File: src/rtl/sm3_iter.sv
// sm3_iter: sequential SM3 compression engine.
// Accepts one pre-padded 512-bit block per valid/ready handshake, runs
// ROUNDS_PER_CYCLE rounds per clock, chains blocks across a message and
// presents the 256-bit digest over a second valid/ready handshake.
// Ports:
//   clk, rst_n              clock, asynchronous active-low reset
//   blk_valid/blk_ready     block handshake; blk_data[511:480] = W0
//   blk_first/blk_last      message delimiters (both may be set)
//   dig_valid/dig_ready     digest handshake
//   digest                  [255:224] = A ... [31:0] = H
//   busy                    high whenever the engine is not idle
module sm3_iter #(
  parameter int unsigned ROUNDS_PER_CYCLE = 1
) (
  input  logic         clk,
  input  logic         rst_n,
  input  logic         blk_valid,
  output logic         blk_ready,
  input  logic [511:0] blk_data,
  input  logic         blk_first,
  input  logic         blk_last,
  output logic         dig_valid,
  input  logic         dig_ready,
  output logic [255:0] digest,
  output logic         busy
);

  localparam int unsigned R = ROUNDS_PER_CYCLE;

  generate
    if (!(R == 1 || R == 2 || R == 4 || R == 8 || R == 16)) begin : g_bad_rounds
      $error("sm3_iter: ROUNDS_PER_CYCLE must be 1, 2, 4, 8 or 16");
    end
  endgenerate

  localparam logic [255:0] IV = 256'h7380166f_4914b2b9_172442d7_da8a0600_a96f30bc_163138aa_e38dee4d_b0fb0e4e;
  localparam logic [31:0]  T_LO = 32'h79cc4519;
  localparam logic [31:0]  T_HI = 32'h7a879d8a;
  localparam logic [6:0]   J_LAST = 7'(64 - R);

  typedef enum logic [1:0] {IDLE, RUN, DONE} state_t;

  state_t         state, state_nxt;
  logic [255:0]   v_q;
  logic [255:0]   work_q, work_nxt;
  logic [511:0]   w_q, win_nxt;
  logic [6:0]     j_q;
  logic           last_q;
  logic           last_cyc;

  function automatic logic [31:0] rotl(input logic [31:0] x, input logic [4:0] n);
    logic [63:0] t;
    t = {x, x} << n;
    return t[63:32];
  endfunction

  function automatic logic [31:0] p0(input logic [31:0] x);
    return x ^ rotl(x, 5'd9) ^ rotl(x, 5'd17);
  endfunction

  function automatic logic [31:0] p1(input logic [31:0] x);
    return x ^ rotl(x, 5'd15) ^ rotl(x, 5'd23);
  endfunction

  function automatic logic [31:0] ff(input logic [31:0] x, y, z, input logic hi);
    return hi ? ((x & y) | (x & z) | (y & z)) : (x ^ y ^ z);
  endfunction

  function automatic logic [31:0] gg(input logic [31:0] x, y, z, input logic hi);
    return hi ? ((x & y) | (~x & z)) : (x ^ y ^ z);
  endfunction

  assign last_cyc = (j_q == J_LAST);

  // R unrolled rounds; the message window shifts one word per round so
  // W_j always sits in the top word and W_{j+16} enters at the bottom.
  always_comb begin
    logic [31:0]  a, b, c, d, e, f, g, h;
    logic [31:0]  a12, ss1, ss2, tt1, tt2, wj, wn;
    logic [511:0] win;
    logic [6:0]   jj;
    logic         hi;
    {a, b, c, d, e, f, g, h} = work_q;
    win = w_q;
    a12 = '0; ss1 = '0; ss2 = '0; tt1 = '0; tt2 = '0; wj = '0; wn = '0;
    jj  = '0; hi = 1'b0;
    for (int unsigned r = 0; r < R; r++) begin
      jj  = j_q + 7'(r);
      hi  = (jj >= 7'd16);
      wj  = win[511:480];
      wn  = p1(win[511:480] ^ win[287:256] ^ rotl(win[95:64], 5'd15))
            ^ rotl(win[415:384], 5'd7) ^ win[191:160];
      a12 = rotl(a, 5'd12);
      ss1 = rotl(a12 + e + rotl(hi ? T_HI : T_LO, jj[4:0]), 5'd7);
      ss2 = ss1 ^ a12;
      tt1 = ff(a, b, c, hi) + d + ss2 + (wj ^ win[383:352]);
      tt2 = gg(e, f, g, hi) + h + ss1 + wj;
      d = c;
      c = rotl(b, 5'd9);
      b = a;
      a = tt1;
      h = g;
      g = rotl(f, 5'd19);
      f = e;
      e = p0(tt2);
      win = {win[479:0], wn};
    end
    work_nxt = {a, b, c, d, e, f, g, h};
    win_nxt  = win;
  end

  always_ff @(posedge clk or negedge rst_n) begin
    if (!rst_n) state <= IDLE;
    else        state <= state_nxt;
  end

  always_comb begin
    state_nxt = state;
    case (state)
      IDLE:    if (blk_valid) state_nxt = RUN;
      RUN:     if (last_cyc)  state_nxt = last_q ? DONE : IDLE;
      DONE:    if (dig_ready) state_nxt = IDLE;
      default: state_nxt = IDLE;
    endcase
  end

  always_comb begin
    blk_ready = (state == IDLE);
    busy      = (state != IDLE);
  end

  always_ff @(posedge clk or negedge rst_n) begin
    if (!rst_n) begin
      v_q       <= IV;
      work_q    <= '0;
      w_q       <= '0;
      j_q       <= '0;
      last_q    <= 1'b0;
      digest    <= '0;
      dig_valid <= 1'b0;
    end else begin
      case (state)
        IDLE: begin
          if (blk_valid) begin
            w_q    <= blk_data;
            last_q <= blk_last;
            j_q    <= '0;
            if (blk_first) begin
              work_q <= IV;
              v_q    <= IV;
            end else begin
              work_q <= v_q;
            end
          end
        end
        RUN: begin
          work_q <= work_nxt;
          w_q    <= win_nxt;
          j_q    <= j_q + 7'(R);
          if (last_cyc) begin
            j_q <= '0;
            v_q <= v_q ^ work_nxt;
            if (last_q) begin
              digest    <= v_q ^ work_nxt;
              dig_valid <= 1'b1;
            end
          end
        end
        DONE: if (dig_ready) dig_valid <= 1'b0;
        default: ;
      endcase
    end
  end

endmodule

File: config.mk
export PLATFORM = sky130hd
export DESIGN_NAME = sm3_iter
export DESIGN_NICKNAME = d
export VERILOG_FILES = /design/src/rtl/sm3_iter.sv
export SDC_FILE = /design/constraint.sdc
export NUM_CORES = 2
export LEC_CHECK = 0
export CAP_MARGIN = 10
export CORE_MARGIN = 2
export CORE_UTILIZATION = 43
export DETAILED_ROUTE_END_ITERATION = 10
export PLACE_DENSITY_LB_ADDON = 0.25
export SYNTH_ARGS = -nofsm -noshare
export SYNTH_HDL_FRONTEND = slang
export SYNTH_SLANG_ARGS = --single-unit
File: constraint.sdc
create_clock -name clk -period 24.5 [get_ports clk]
set_input_delay 3.675 -clock clk [delete_from_list [all_inputs] [get_ports clk]]
set_output_delay 3.675 -clock clk [all_outputs]
set_load 0.01 [all_outputs]
# After elaboration in Yosys (flattened, before gate mapping)
# Index checks and enable logic that the tools add are counted.
# totals
regBits	1291
in_bits	518
word_cells	82
# op_classes
n_addsub	9
order_cmp	1
eq_ne	7
n_shift	1
n_mux	22
bitwise_logic	24
reduce_logical	10
# ops
op	n
256-bit one-hot mux with 2 select lines	2
512-bit one-hot mux with 2 select lines	1
256-bit 2-to-1 mux	3
512-bit 2-to-1 mux	1
32-bit bitwise XOR	14
32-bit adder	8
256-bit bitwise XOR	1
32-bit bitwise AND	5
32-bit OR	3
32-bit 2-to-1 mux	2
63-bit by 5-bit left shift with 64-bit output	1
32-bit NOT	1
26-bit 2-to-1 mux	1
7-bit 2-to-1 mux	2
7-bit one-hot mux with 2 select lines	1
3-bit AND reduction	3
2-bit 2-to-1 mux	4
2-bit inequality test, second input constant	4
7-bit by 1-bit adder with 7-bit output, second input constant	1
7-bit by 6-bit equality test with 1-bit output, second input constant	1
7-bit by 5-bit greater-or-equal comparator with 1-bit output, second input constant	1
2-bit one-hot mux with 3 select lines	1
2-bit nonzero test	3
2-bit AND reduction	2
other kinds (6)	8

# Depth between registers and ports, before layout
# logic_depth
word_depth	12
ltp_mapped	41
depth_no_buf	37

# Least setup slack after synthesis
# Ideal clock, no wire load.
# synth_path
kind	reg2reg
start	register j_q[4]
end	register v_q[255]
setup_time_ns	0.124
arrival_time_ns	9.420
path_slack_ns	14.956
stages_incl_launch_ff	40
path_buffers	4
period_less_slack_ns	9.544
cell_sequence	dfrtp_1 or3_1 clkbuf_1 inv_1 clkbuf_1 buf_1 buf_1 ha_1 o21ai_0 mux2_2 mux2i_1 a21oi_1 fa_1 inv_1 ha_1 fa_1 a21o_1 a21o_1 (+4 left out) o21ai_0 mux2i_1 o311ai_0 xnor2_1 fa_1 inv_1 fa_1 ha_1 o21a_1 o31a_1 o2111ai_1 o31ai_1 a41oi_1 a21oi_1 a31oi_1 xor2_1 and3_1 a211o_1
# synth_via
elab_chain_len	10
# synth_lines
element	line_no	source
start, declared	47	logic [6:0] j_q;
start signal, assigned	159	j_q <= j_q + 7'(R);
7-bit by 5-bit greater-or-equal comparator with 1-bit output	89	hi = (jj >= 7'd16);
26-bit 2-to-1 mux	94	ss1 = rotl(a12 + e + rotl(hi ? T_HI : T_LO, jj[4:0]), 5'd7);
63-bit by 5-bit left shift with 64-bit output	53	t = {x, x} << n;
32-bit adder	94	
32-bit bitwise XOR	95	ss2 = ss1 ^ a12;
32-bit adder (2 in a row)	96	tt1 = ff(a, b, c, hi) + d + ss2 + (wj ^ win[383:352]);
256-bit bitwise XOR	162	v_q <= v_q ^ work_nxt;
256-bit 2-to-1 mux	160	if (last_cyc) begin
256-bit one-hot mux with 2 select lines	142	case (state)
end signal, assigned	162	
end, declared	44	logic [255:0] v_q;
# Several ways; a longest one is shown, not always the timed one. The select of a mux whose other input is x is not followed.
# A chain may end at the register's enable or synchronous reset.

# Worst setup path in the final report
# Ends and elaborated chain as after synthesis.

==> key figures <==
Route
  – Via count: 65.9k
  – Number of routed nets with antenna violations: 0
  – Post-DR vias/cell: 5.84
  – Pre-Repair DR Iteration Count: 6
  – Final wirelength: 309000 um
  – DRT iter0 DRCs: 7248
  – Final routed DRC violation total: 0
  – Routed wire per std cell: 27.4 um

Clocking
  – TritonCTS sink count: 1291
  – Total setup buffers inserted after CTS: 0
  – Master cell of the clock root buffer: clkbuf_16
  – Clock tree buffer depth: 3
  – Worst skew pair latency: 830 ps
  – TritonCTS Buffers: 148
  – Post-cts hold buffer count: 0
  – CTS resizes: 0
  – Clock transition at the register clock pins on the worst setup and hold paths after CTS: 60 ps
  – Clock H-tree levels: 4
  – CTS tree: done

Logic synthesis
  – Synth area leader: dfrtp_1
  – Flop and latch count out of synthesis: 1291
  – Area share of the largest cell type after synthesis: 39.7%
  – Number of nets produced by synthesis: 9377
  – Number of synthesized flops with an enable pin: 0
  – Synthesis Warnings: 0
  – Async set-reset flop share out of synthesis: 100%
  – Post-synthesis sequential area ratio: 43.9%
  – Combined area of all synthesized cells: 0.0739 mm2
  – Post-Syn Instances: 8569
  – Dominant synthesized flop cell: dfrtp_1
  – Largest cells by area after synthesis: dfrtp_1 (40%), nand2_1 (7.9%), xnor2_1 (5.7%), fa_1 (5.1%), o21ai_0 (5.0%)
  – Post-synthesis area per instance: 8.62 um2
  – Yosys cell types: 80

Critical path
  – Startpoint type of the worst setup path: flop
  – Slowest stage cell on the critical path: dfrtp_2
  – Kind of critical path: reg -> reg
  – Worst path required time: 25190 ps
  – Capturing element type of the critical path: flop
  – Worst Path Max Fanout: 64
  – Worst reg2reg setup slack: 12790 ps
  – Data arrival time of the critical path: 12400 ps
  – CP peak stage delay: 1030 ps

Timing
  – Post-route minimum period: 11710 ps
  – Skew final: 42.5 ps
  – Fin Setup TNS: 0 ps
  – Normalized max-slew margin: 14.1%
  – Share of the cycle needed by the critical path after routing: 47.8%
  – Final slew viol count: 0
  – Least-Margin Pin Slew: 1290 ps
  – Number of setup violations in the final report: 0
  – Timing-limited maximum frequency: 85.4 MHz
  – Setup repair after global routing missed its margin: no
  – Final hold violation count: 0
  – Final Hold Slack: 473 ps

Global route
  – Initial antenna violation count: 16
  – Pin count of the biggest net entering global routing: 276
  – Vias in the first global route: 61.9k
  – Wire length of the first global-routing pass: 442000 um
  – Overall routing resource usage: 34.8%
  – Total grt overflow: 0

Finish
  – Area growth syn-to-layout: 18.9%
  – Post-layout util: 51.3%
  – Number of nets in the layout: 9728
  – Proportion of layout cells with a drive suffix above 1: 5.74%

Die
  – Rows: 152
  – Die ar.: 0.175 mm2
  – Width of the chip: 419 um
  – Vertical die dimension: 419 um
  – Placeable core region: 0.171 mm2
  – Effective utilization at floorplan: 43.2%
  – Io pins: 777

Min path
  – Path type of the worst min-delay path: reg -> reg

Placed design
  – Port buffer count: 776
  – Placer's final routability congestion estimate: 1.01
  – Estimated wirelength of the detail-placed design: 233000 um

Status
  – Outcome: complete, no violations

Run
  – Maximum Capacitance Violations: 0
-- cell families after synthesis --
group / after synthesis / share of synthesized area (%)
simple gates: 3021 / 16.6
buf+inv: 985 / 5.00
fa+ha+maj: 290 / 6.82
flops: 1291 / 43.9
mux: 103 / 1.48
xor+xnor: 671 / 8.13
compound gates: 2208 / 18.0
-- synthesized netlist by cell type, drive strengths merged (5+ instances only) --
cell	count
nand2	1563
dfrtp	1172
nor2	874
o21ai	741
clkbuf	616
a31oi	533
xnor2	487
a21oi	408
inv	310
nand3	233
nor3	219
fa	188
xor2	177
dfstp	119
a22o	117
ha	102
o31ai	89
mux2i	64
buf	59
o22a	47
o22ai	45
a21o	41
a211oi	38
mux2	38
o21a	35
and3	32
o211ai	30
or3	23
a221oi	19
nand2b	17
nor2b	16
nand4	13
o21bai	12
a211o	7
o311ai	6
xnor3	6
a21boi	5
and2	5
nand3b	5
-- worst paths after layout --
check | cells after the start | endpoint | from
max | 38 | v_q[255] | j_q[4]
min in group asynchronous | 1 | digest[52] | rst_n
max reg2reg | 38 | v_q[255] | j_q[4]
min | 2 | digest[75] | digest[75]
min reg2reg | 2 | digest[75] | digest[75]
max in group asynchronous | 6 | w_q[103] | rst_n
-- final cells by class --
type                       count  area [um2]
antenna                        5        12.5
inverter                     310        1160
fill                       16000       83300
clock buffer                 222        4290
clock inverter                50         624
timing repair buffer         876        8670
tap                         2233        2790
multi-input combinational   6293       37800
sequential                  1291       32500
-- metal layers --
| layer | vias up | share of wire [%] | global-route usage (%) |
|---|---|---|---|
| met3 | 673 | 8.3 | 7.27 |
| met2 | 3028 | 45 | 53.8 |
| met5 | - | 0.051 | 0 |
| met1 | 32400 | 40 | 45.3 |
| li1 | 29800 | - | - |
| met4 | 24 | 6.8 | 20.1 |
-- placed cells by master (no fill, tap or decap), types with 219 or more instances in the layout --
| cell type | instances |
|---|---|
| inv_1 | 306 |
| nor3_1 | 219 |
| xnor2_1 | 483 |
| o21ai_0 | 730 |
| dfrtp_1 | 1170 |
| a31oi_1 | 533 |
| nand2_1 | 1562 |
| a21oi_1 | 407 |
| nand3_1 | 233 |
| nor2_1 | 871 |
| clkdlybuf4s50_1 | 774 |
-- stage by stage --
step	cells	instance area, um2	worst slack [ps]
after floorplan	8569	73900	14960
after global placement	11000	82900	12980
after detailed placement	11000	82900	12910
after CTS	11300	87800	12850
after global routing	11300	87800	11930
final	11300	87800	12790
-- flip-flops by register name, summed over array words and instances (netlist names) --
name / flops
dig_valid: 1
v_q: 256
state: 2
work_q: 256
j_q: 7
digest: 256
last_q: 1
w_q: 512
-- worst max-delay path, delay by kind of cell, from the launching register on --
kind,cells,cell delay (ps)
flops,1,1030
compound gates,17,4730
simple gates,8,1330
xor+xnor,3,690
fa+ha+maj,7,2870
buf+inv,3,850
Power is left out: the tool's default activity adds up to more than one toggle a clock period on the data nets, which glitch-free logic cannot reach.
